**src/rtl/movi_unit_pkg.sv**
```systemverilog
// Shared encodings for the move-immediate functional unit.
// Holds the operation modes and destination location-type tags.
`ifndef ROB_QUEUE_BITS
`define ROB_QUEUE_BITS 6
`endif

package movi_unit_pkg;

    typedef enum logic [1:0] {
        MODE_MOVL = 2'd0,
        MODE_MOVZ = 2'd1,
        MODE_MOVH = 2'd2,
        MODE_MOV  = 2'd3
    } mode_e;

    localparam logic [1:0] LOC_TYPE_REG = 2'b00;

endpackage

```
**src/rtl/movi_unit_if.sv**
```systemverilog
// Issue and writeback handshake bundle of the move-immediate unit.
// The master modport is the issue/writeback side; slave is the unit.
interface movi_unit_if #(
    parameter int DATA_W = 16,
    parameter int UID_W  = `ROB_QUEUE_BITS,
    parameter int LOC_W  = 18,
    parameter int DEPTH  = 4
);
    localparam int CNT_W = $clog2(DEPTH) + 1;

    logic                     in_valid;
    logic                     in_ready;
    logic [UID_W-1:0]         in_uid;
    logic [1:0]               in_mode;
    logic [2:0][DATA_W-1:0]   params;

    logic                     out_valid;
    logic                     out_ready;
    logic [UID_W-1:0]         out_uid;
    logic [DATA_W-1:0]        result_val;
    logic [LOC_W-1:0]         out_loc;
    logic [CNT_W-1:0]         occupancy;

    modport master (
        output in_valid, in_uid, in_mode, params, out_ready,
        input  in_ready, out_valid, out_uid, result_val,
        input  out_loc, occupancy
    );

    modport slave (
        input  in_valid, in_uid, in_mode, params, out_ready,
        output in_ready, out_valid, out_uid, result_val,
        output out_loc, occupancy
    );

endinterface

```
**src/rtl/fu_out_fifo.sv**
```systemverilog
// Result queue for a functional unit: strict FIFO with flush.
// Storage is not reset; only pointers and count are.
module fu_out_fifo #(
    parameter int WIDTH = 8,
    parameter int DEPTH = 4
) (
    input  logic                     clk,
    input  logic                     rst_n,
    input  logic                     i_push,
    input  logic                     i_pop,
    input  logic                     i_flush,
    input  logic [WIDTH-1:0]         i_data,
    output logic [WIDTH-1:0]         o_data,
    output logic [$clog2(DEPTH):0]   o_count,
    output logic                     o_full,
    output logic                     o_empty
);
    localparam int AW = $clog2(DEPTH);
    localparam int CW = AW + 1;

    logic [WIDTH-1:0] r_mem [DEPTH];
    logic [AW-1:0]    r_wptr;
    logic [AW-1:0]    r_rptr;
    logic [CW-1:0]    r_count;
    logic             w_push;
    logic             w_pop;

    assign o_full  = (r_count == CW'(DEPTH));
    assign o_empty = (r_count == '0);
    assign w_push  = i_push && !o_full && !i_flush;
    assign w_pop   = i_pop && !o_empty && !i_flush;

    // Power-of-two depth lets the pointers wrap by plain overflow.
    always_ff @(posedge clk or negedge rst_n) begin
        if (!rst_n) begin
            r_wptr  <= '0;
            r_rptr  <= '0;
            r_count <= '0;
        end else if (i_flush) begin
            r_wptr  <= '0;
            r_rptr  <= '0;
            r_count <= '0;
        end else begin
            if (w_push)
                r_wptr <= r_wptr + AW'(1);
            if (w_pop)
                r_rptr <= r_rptr + AW'(1);
            if (w_push && !w_pop)
                r_count <= r_count + CW'(1);
            else if (w_pop && !w_push)
                r_count <= r_count - CW'(1);
        end
    end

    always_ff @(posedge clk) begin
        if (w_push)
            r_mem[r_wptr] <= i_data;
    end

    assign o_data  = r_mem[r_rptr];
    assign o_count = r_count;

endmodule

```
**src/rtl/movi_unit.sv**
```systemverilog
// Move-immediate unit: decodes the mode, forms the result at
// issue and queues {uid, result, loc} for writeback.
module movi_unit
    import movi_unit_pkg::*;
#(
    parameter int DATA_W = 16,
    parameter int IMM_W  = 8,
    parameter int UID_W  = `ROB_QUEUE_BITS,
    parameter int LOC_W  = 18,
    parameter int DEPTH  = 4
) (
    input  logic       clk,
    input  logic       rst_n,
    input  logic       flush,
    movi_unit_if.slave bus
);
    localparam int ENT_W = UID_W + DATA_W + LOC_W;
    localparam int HI_W  = DATA_W - IMM_W;

    mode_e                w_mode;
    logic [IMM_W-1:0]     w_imm;
    logic [DATA_W-1:0]    w_result;
    logic [LOC_W-1:0]     w_loc;
    logic [ENT_W-1:0]     w_wr_data;
    logic [ENT_W-1:0]     w_rd_data;
    logic [UID_W-1:0]     w_h_uid;
    logic [DATA_W-1:0]    w_h_res;
    logic [LOC_W-1:0]     w_h_loc;
    logic                 w_full;
    logic                 w_empty;
    logic                 w_push;
    logic                 w_pop;
    logic                 w_unused_hi;

    assign w_mode = mode_e'(bus.in_mode);
    assign w_imm  = bus.params[1][IMM_W-1:0];
    assign w_loc  = {LOC_TYPE_REG, (LOC_W-2)'(bus.params[0])};

    // MOVH keeps only the low part of the old destination value.
    assign w_unused_hi = &{1'b0, bus.params[2][DATA_W-1:HI_W]};

    always_comb begin
        w_result = bus.params[1];
        unique case (w_mode)
            MODE_MOVL: w_result = {{HI_W{w_imm[IMM_W-1]}}, w_imm};
            MODE_MOVZ: w_result = {{HI_W{1'b0}}, w_imm};
            MODE_MOVH: w_result = {w_imm, bus.params[2][HI_W-1:0]};
            MODE_MOV:  w_result = bus.params[1];
        endcase
    end

    assign bus.in_ready = rst_n && !w_full && !flush;
    assign w_push       = bus.in_valid && bus.in_ready;
    assign w_pop        = bus.out_valid && bus.out_ready && !flush;
    assign w_wr_data    = {bus.in_uid, w_result, w_loc};

    fu_out_fifo #(
        .WIDTH (ENT_W),
        .DEPTH (DEPTH)
    ) u_fifo (
        .clk     (clk),
        .rst_n   (rst_n),
        .i_push  (w_push),
        .i_pop   (w_pop),
        .i_flush (flush),
        .i_data  (w_wr_data),
        .o_data  (w_rd_data),
        .o_count (bus.occupancy),
        .o_full  (w_full),
        .o_empty (w_empty)
    );

    assign {w_h_uid, w_h_res, w_h_loc} = w_rd_data;

    // Unwritten storage must never leak out, so gate by valid.
    assign bus.out_valid  = !w_empty;
    assign bus.out_uid    = bus.out_valid ? w_h_uid : '0;
    assign bus.result_val = bus.out_valid ? w_h_res : '0;
    assign bus.out_loc    = bus.out_valid ? w_h_loc : '0;

endmodule
```
**src/flat_wrapper.sv**
```systemverilog
// flat-port wrapper written by rule: the top's interface ports become plain ports
module movi_unit_flat import movi_unit_pkg::*;
#(
    parameter int DATA_W = 16,
    parameter int IMM_W  = 8,
    parameter int UID_W  = `ROB_QUEUE_BITS,
    parameter int LOC_W  = 18,
    parameter int DEPTH  = 4
)
  (clk, rst_n, flush, bus_in_valid, bus_in_uid, bus_in_mode, bus_params, bus_out_ready, bus_in_ready, bus_out_valid, bus_out_uid, bus_result_val, bus_out_loc, bus_occupancy);
  movi_unit_if #(.DATA_W(DATA_W), .UID_W(UID_W), .LOC_W(LOC_W), .DEPTH(DEPTH)) bus_i ();
  input  logic clk;
  input  logic rst_n;
  input  logic flush;
  input wire logic [$bits(bus_i.in_valid)-1:0] bus_in_valid;
  input wire logic [$bits(bus_i.in_uid)-1:0] bus_in_uid;
  input wire logic [$bits(bus_i.in_mode)-1:0] bus_in_mode;
  input wire logic [$bits(bus_i.params)-1:0] bus_params;
  input wire logic [$bits(bus_i.out_ready)-1:0] bus_out_ready;
  output wire logic [$bits(bus_i.in_ready)-1:0] bus_in_ready;
  output wire logic [$bits(bus_i.out_valid)-1:0] bus_out_valid;
  output wire logic [$bits(bus_i.out_uid)-1:0] bus_out_uid;
  output wire logic [$bits(bus_i.result_val)-1:0] bus_result_val;
  output wire logic [$bits(bus_i.out_loc)-1:0] bus_out_loc;
  output wire logic [$bits(bus_i.occupancy)-1:0] bus_occupancy;
  assign bus_i.in_valid = bus_in_valid;
  assign bus_i.in_uid = bus_in_uid;
  assign bus_i.in_mode = bus_in_mode;
  assign bus_i.params = bus_params;
  assign bus_i.out_ready = bus_out_ready;
  assign bus_in_ready = bus_i.in_ready;
  assign bus_out_valid = bus_i.out_valid;
  assign bus_out_uid = bus_i.out_uid;
  assign bus_result_val = bus_i.result_val;
  assign bus_out_loc = bus_i.out_loc;
  assign bus_occupancy = bus_i.occupancy;
  movi_unit #(.DATA_W(DATA_W), .IMM_W(IMM_W), .UID_W(UID_W), .LOC_W(LOC_W), .DEPTH(DEPTH)) u_core (.clk(clk), .rst_n(rst_n), .flush(flush), .bus(bus_i));
endmodule
```
**config.mk**
```make
export PLATFORM = sky130hd
export DESIGN_NAME = movi_unit_flat
export DESIGN_NICKNAME = d
export VERILOG_FILES = /design/src/rtl/movi_unit_pkg.sv /design/src/rtl/movi_unit_if.sv /design/src/rtl/fu_out_fifo.sv /design/src/rtl/movi_unit.sv /design/src/flat_wrapper.sv
export SDC_FILE = /design/constraint.sdc
export NUM_CORES = 1
export LEC_CHECK = 0
export CORE_ASPECT_RATIO = 0.5
export CORE_MARGIN = 2
export CORE_UTILIZATION = 55
export DETAILED_ROUTE_END_ITERATION = 7
export PLACE_DENSITY = 0.89
export SETUP_SLACK_MARGIN = 0.4
export SLEW_MARGIN = 0
export SYNTH_ARGS = -nofsm -noshare
export SYNTH_HDL_FRONTEND = slang
export SYNTH_SLANG_ARGS = --single-unit
```
**constraint.sdc**
```tcl
create_clock -name clk -period 6.5 [get_ports clk]
set_input_delay 0.975 -clock clk [delete_from_list [all_inputs] [get_ports clk]]
set_output_delay 0.975 -clock clk [all_outputs]
set_load 0.005 [all_outputs]
```
==> impl_metrics.env, run 1 <==
export IMPL_hpwlAfterDp_mm=7.22
export IMPL_synthCells=327
export IMPL_min_from="u_core.u_fifo.r_wptr[1]$_DFFE_PN0P_"
export IMPL_finalCritPeriodShare_pct=60.9
export IMPL_die_area_um2=12800
export IMPL_nNetsFinal=490
export IMPL_overflow=0
export IMPL_clock_power_share_pct=30.2
export IMPL_numCtsBuffers=17
export IMPL_report_final_slew_viol_count=0
export IMPL_synthMuxAreaShare_pct=16.2
export IMPL_fin_tns_setup_ps=0
export IMPL_ios=106
export IMPL_ir_worst_vdd_uv=206
export IMPL_rows=28
export IMPL_status="complete, no violations"
export IMPL_p_leak_nw=2.67
export IMPL_setup_viol=0
export IMPL_io_buffers=95
export IMPL_first_pass_iters=4
export IMPL_syn_to_final_growth_pct=25.1
export IMPL_wl_per_cell_um=20.3
export IMPL_clk_latency_ps=420
export IMPL_cp_required_ps=5520
export IMPL_syn_area_um2=6510
export IMPL_cts_tree="built"
export IMPL_die_w_um=158
export IMPL_tightest_slew_ps=1040
export IMPL_place_congestion=0.751
export IMPL_fmax_ghz=0.252
export IMPL_cp_data_arrival_time_ps=2990
export IMPL_r2r_end="u_core.u_fifo.o_count[2]$_DFFE_PN0P_"
export IMPL_avgViaCountPerCell=5.38
export IMPL_final_common_cell="edfxtp_1"
export IMPL_diodes=0
export IMPL_synth_xor_area_share_pct=0.519
export IMPL_initial_core_util_pct=55.8
export IMPL_fin_skew_ps=15.5
export IMPL_ys_warnings_count=0
export IMPL_synth_area_leaders="edfxtp_1 (70%), mux4_2 (13%), and2_1 (3.7%)"
export IMPL_htree_levels=4
export IMPL_core_area_um2=11700
export IMPL_holdCritPathClass="reg2reg"
export IMPL_synth_compound_area_share_pct=1.75
export IMPL_reg2reg_slack_ps=3940
export IMPL_cts_root_buf="clkbuf_16"
export IMPL_grt_max_degree=43
export IMPL_swShare_pct=26.0
export IMPL_ys_types=32
export IMPL_postCtsSetupRepairBufs=0
export IMPL_switching_power_w=0.000783
export IMPL_worst_path_max_fanout=27
export IMPL_pwr_share_comb_pct=28.7
export IMPL_clock_sinks=159
export IMPL_layout_drive_gt1_share_pct=22.4
export IMPL_clockBufferDepth=2
export IMPL_grt_total_usage_pct=20.6
export IMPL_yosys_register_bits=159
export IMPL_synth_top_area_cell="edfxtp_1"
export IMPL_p_per_area_nw_per_um2=369
export IMPL_slew_headroom_pct=30.3
export IMPL_grt_pass1_vias=3493
export IMPL_routed_wl_mm=12.3
export IMPL_worst_setup_path_start_kind="register"
export IMPL_clk_pin_slew_ps=60
export IMPL_endpoint_kind="output pin"
export IMPL_ant_nets=0
export IMPL_num_vias=3237
export IMPL_die_y_um=80.9
export IMPL_drc=0
export IMPL_rsz0062_at_grt="false"
export IMPL_final_cell_mix="edfxtp_1 (152), clkdlybuf4s50_1 (95), mux4_2 (38), and2_1 (38)"
export IMPL_cts_resized=0
export IMPL_p_int_w=0.00223
export IMPL_antenna_found_initial=0
export IMPL_critPathKind="reg2out"
export IMPL_avgSynthCellArea_um2=19.9
export IMPL_hold_viol_final=0
export IMPL_maxCapViolCount=0
export IMPL_synth_top_cell_area_share_pct=70.1
export IMPL_grt_pass1_wl_mm=18.9
export IMPL_synth_seq_area_share_pct=72.8
export IMPL_cts_hold_buf=0
export IMPL_drtIter0Drc=145
export IMPL_synth_adder_area_share_pct=1.08
export IMPL_synth_simple_area_share_pct=5.82
export IMPL_seqPwrFrac_pct=41.0
export IMPL_final_util_pct=69.8
export IMPL_r2r_start="u_core.u_fifo.o_count[2]$_DFFE_PN0P_"
export IMPL_synth_top_family_by_area="multiplexers"
export IMPL_hold_depth=2
export IMPL_fin_crit_ps=3960
export IMPL_whs_endpoint="u_core.u_fifo.r_wptr[1]$_DFFE_PN0P_"
export IMPL_ff2ff_path_depth=8
[routing by layer]
| layer | track usage [%] | vias to the layer above | share of wire, % |
|---|---|---|---|
| met4 | 7.55 | 0 | 0.83 |
| met3 | 5.66 | 8 | 4.8 |
| li1 | - | 1483 | - |
| met2 | 37.1 | 84 | 54 |
| met5 | 0 | - | 0 |
| met1 | 24.2 | 1662 | 40 |
[sequential cells by signal, summed over array words and instances (netlist names)]
register / flops
u_core.u_fifo.o_count: 3
u_core.u_fifo.r_mem: 152
u_core.u_fifo.r_rptr: 2
u_core.u_fifo.r_wptr: 2
[stage by stage]
stage | area, um2 | instances | worst slack (ps) | hold WS [ps] | power (W)
5_1_grt | 8150 | 602 | 2320 | 730 | 0.00314
2_1_floorplan | 6520 | 328 | 3940 | 538 | 0.00167
3_5_place_dp | 7600 | 570 | 2810 | 631 | 0.00213
3_3_place_gp | 7600 | 570 | 2840 | 574 | 0.00211
6_report | 8150 | 602 | 2540 | 681 | 0.00301
4_1_cts | 8150 | 602 | 2440 | 673 | 0.00304
[worst max-delay path, cell delays in order, from the launching register on]
cell	delay (ps)
dfrtp_2	950
buf_4	430
mux4_2	550
and2_1	180
clkdlybuf4s50_1	450
[cells in the mapped netlist (all sizes together)]
library cell / instances
nor3: 2
and2: 43
nor2b: 2
a2111oi: 1
nand2b: 1
inv: 6
ha: 4
buf: 9
a211oi: 1
conb: 1
a21oi: 1
clkbuf: 11
mux2i: 1
fa: 1
or3: 1
xor2: 3
nor2: 9
a21o: 8
a2bb2oi: 1
mux4: 38
o21ai: 2
mux2: 17
edfxtp: 152
nand3: 3
nand2: 2
dfrtp: 7
[kinds of logic (layout without fill, tap and decap cells)]
family | Yosys count | count (layout)
adders and majority gates | 5 | 5
and+or+nand+nor | 63 | 63
DFF | 159 | 159
buffers and inverters | 26 | 135
muxes | 56 | 56
other | 1 | 2
AOI/OAI and AO/OA | 14 | 14
xor gates and xnor gates | 3 | 3
[how the worst max path moves through the flow]
stage | start | slack [ps] | endpoint
global placement | rst_n | 2840 | u_core.u_fifo.r_mem[1][33]$_DFFE_PP_
detailed placement | flush | 2810 | u_core.u_fifo.r_mem[1][18]$_DFFE_PP_
finish | u_core.u_fifo.r_rptr[0]$_DFFE_PN0P_ | 2540 | bus_out_loc[8]
CTS | u_core.u_fifo.r_rptr[0]$_DFFE_PN0P_ | 2440 | bus_out_loc[8]
global route | u_core.u_fifo.r_rptr[0]$_DFFE_PN0P_ | 2320 | bus_out_loc[6]
floorplan | flush | 3940 | u_core.u_fifo.o_count[2]$_DFFE_PN0P_
[area by class of cell]
cell class / count / area [um2]
Tap cell: 165 / 206
Sequential cell: 159 / 4740
Multi-Input combinational cell: 143 / 1660
Timing Repair Buffer: 97 / 966
Fill cell: 685 / 3520
Inverter: 6 / 22.5
Clock buffer: 17 / 425
Clock inverter: 15 / 121
[power by group through the flow]
| stage | registers [W] | logic [W] | clock network (W) |
|---|---|---|---|
| after floorplan | 0.00120 | 0.000472 | 0 |
| after global placement | 0.00126 | 0.000856 | 0 |
| after detailed placement | 0.00126 | 0.000869 | 0 |
| after CTS | 0.00124 | 0.000878 | 0.000926 |
| after global routing | 0.00125 | 0.000929 | 0.000964 |
| final | 0.00124 | 0.000864 | 0.000910 |
(Power assumes the default switching activity.)
==> run 2: changes to the inputs <==
CORE_UTILIZATION = 48   (was 55)
PLACE_DENSITY = 0.83   (was 0.89)
clock period = 3.54 ns   (was 6.5 ns; I/O delays follow)
==> run 2 against run 1 <==
Compared with the run above:
- die area rose by 14%
- cell count is 3.7% higher
- routed wire length up 3.3%
- utilization decreased by 7.7 points
- final area grew 2.2%
- critical path type unchanged
- highest routed layer unchanged
==> impl_metrics.env, run 2 (same netlist as run 1, synthesis figures left out) <==
export IMPL_fin_tns_setup_ps=0
export IMPL_wl_per_cell_um=20.3
export IMPL_maxCapViolCount=0
export IMPL_report_final_slew_viol_count=0
export IMPL_slew_headroom_pct=37.0
export IMPL_layout_drive_gt1_share_pct=25.0
export IMPL_p_per_area_nw_per_um2=685
export IMPL_cp_required_ps=3010
export IMPL_die_y_um=86.4
export IMPL_largest_register_ff_count=152
export IMPL_hpwlAfterDp_mm=7.94
export IMPL_finalCritPeriodShare_pct=85.8
export IMPL_worst_setup_path_start_kind="register"
export IMPL_first_pass_iters=4
export IMPL_endpoint_kind="output pin"
export IMPL_rsz0062_at_grt="false"
export IMPL_core_area_um2=13400
export IMPL_ios=106
export IMPL_critPathKind="reg2out"
export IMPL_grt_pass1_vias=3679
export IMPL_clk_pin_slew_ps=60
export IMPL_antenna_found_initial=0
export IMPL_reg2reg_slack_ps=990
export IMPL_worst_path_max_fanout=23
export IMPL_fin_area_um2=8320
export IMPL_cts_tree="built"
export IMPL_io_buffers=95
export IMPL_p_leak_nw=2.77
export IMPL_place_congestion=0.756
export IMPL_dpl_cell_area_um2=7740
export IMPL_htree_levels=4
export IMPL_r2r_end="u_core.u_fifo.o_count[2]$_DFFE_PN0P_"
export IMPL_numCtsBuffers=17
export IMPL_status="complete, no violations"
export IMPL_crit_chain="buf_4, mux4_2, and2_1, clkdlybuf4s50_1"
export IMPL_final_common_cell="edfxtp_1"
export IMPL_critical_path_max_stage_delay_ps=770
export IMPL_die_w_um=169
export IMPL_fin_skew_ps=13.2
export IMPL_clock_sinks=159
export IMPL_rows=30
export IMPL_fmax_ghz=0.329
export IMPL_clk_latency_ps=420
export IMPL_setup_viol=0
export IMPL_drc=0
export IMPL_tightest_slew_ps=938
export IMPL_final_cell_mix="edfxtp_1 (152), clkdlybuf4s50_1 (95), mux4_2 (38), and2_1 (38)"
export IMPL_fin_crit_ps=3040
export IMPL_cts_resized=0
export IMPL_cts_hold_buf=0
export IMPL_grt_max_degree=27
export IMPL_postCtsSetupRepairBufs=0
export IMPL_diodes=0
export IMPL_r2r_start="u_core.u_fifo.o_count[2]$_DFFE_PN0P_"
export IMPL_clockBufferDepth=2
export IMPL_grt_total_usage_pct=18.3
export IMPL_die_area_um2=14600
export IMPL_cts_root_buf="clkbuf_16"
export IMPL_nNetsFinal=502
export IMPL_top_register="u_core.u_fifo.r_mem"
export IMPL_hold_viol_final=0
export IMPL_initial_core_util_pct=48.6
export IMPL_num_vias=3369
export IMPL_startpoint="u_core.u_fifo.r_rptr[1]$_DFFE_PN0P_"
export IMPL_drtIter0Drc=175
export IMPL_routed_wl_mm=12.7
export IMPL_grt_pass1_wl_mm=19.7
export IMPL_cp_data_arrival_time_ps=2510
export IMPL_overflow=0
export IMPL_ant_nets=0
export IMPL_holdCritPathClass="in2async"
export IMPL_syn_to_final_growth_pct=27.8
export IMPL_ff2ff_path_depth=7
export IMPL_ir_worst_vdd_uv=360
export IMPL_avgViaCountPerCell=5.40
export IMPL_slowest_stage="dfrtp_2"
-- run 2: cell types whose count changed in the layout (fill, tap and decap cells not counted), moves of 3 or more --
cell / change
inv_6: +3
buf_4: +9
buf_12: +3
clkinvlp_4: -3
clkinv_1: -4
-- run 2: worst max-delay path: cells and delay by family, from the launching register on --
family | cells | cell delay, ps
buf+inv | 2 | 810
flops | 1 | 770
mux | 1 | 320
simple gates | 1 | 190
-- run 2: stage by stage --
| step | hold slack [ps] | total power, W | std cells | setup slack (ps) | util [%] |
|---|---|---|---|---|---|
| finish | 500 | 0.00570 | 624 | 502 | 62.1 |
| global route | 509 | 0.00595 | 624 | 418 | 62.1 |
| CTS | 489 | 0.00575 | 624 | 482 | 62.1 |
| detailed placement | 583 | 0.00397 | 593 | 557 | 57.8 |
| global placement | 567 | 0.00393 | 593 | 567 | 57.8 |
| floorplan | 235 | 0.00307 | 328 | 1410 | - |
-- run 2: power by group --
group / total, W / leakage (nW) / switching [W] / internal [W]
clock: 0.00179 / 0.276 / 0.000738 / 0.00105
combinational: 0.00172 / 1.03 / 0.000702 / 0.00102
sequential: 0.00219 / 1.47 / 0.0000526 / 0.00214
-- run 2: how the worst max path moves through the flow --
stage                                                end  slack (ps)  depth (start not counted)
finish                                 bus_result_val[3]         500                          4
floorplan           u_core.u_fifo.o_count[2]$_DFFE_PN0P_        1410                          8
global placement    u_core.u_fifo.o_count[2]$_DFFE_PN0P_         570                          8
detailed placement  u_core.u_fifo.o_count[2]$_DFFE_PN0P_         560                          8
global route                          bus_result_val[14]         420                          4
CTS                                    bus_result_val[3]         480                          4
-- run 2: final cells by class --
| class | instances | area (um2) |
|---|---|---|
| fill | 862 | 5080 |
| sequential | 159 | 4740 |
| multi-input combinational | 143 | 1660 |
| timing repair buffer | 109 | 1090 |
| clock buffer | 18 | 429 |
| tap | 176 | 220 |
| clock inverter | 13 | 155 |
| inverter | 6 | 22.5 |
-- run 2: metal layers --
layer,share of wire [%],wire length (um),track usage (%)
met3,3.5,444,3.65
met5,0,0,0
met4,2.5,311,9.01
met1,41,5160,21.9
met2,53,6730,32.3
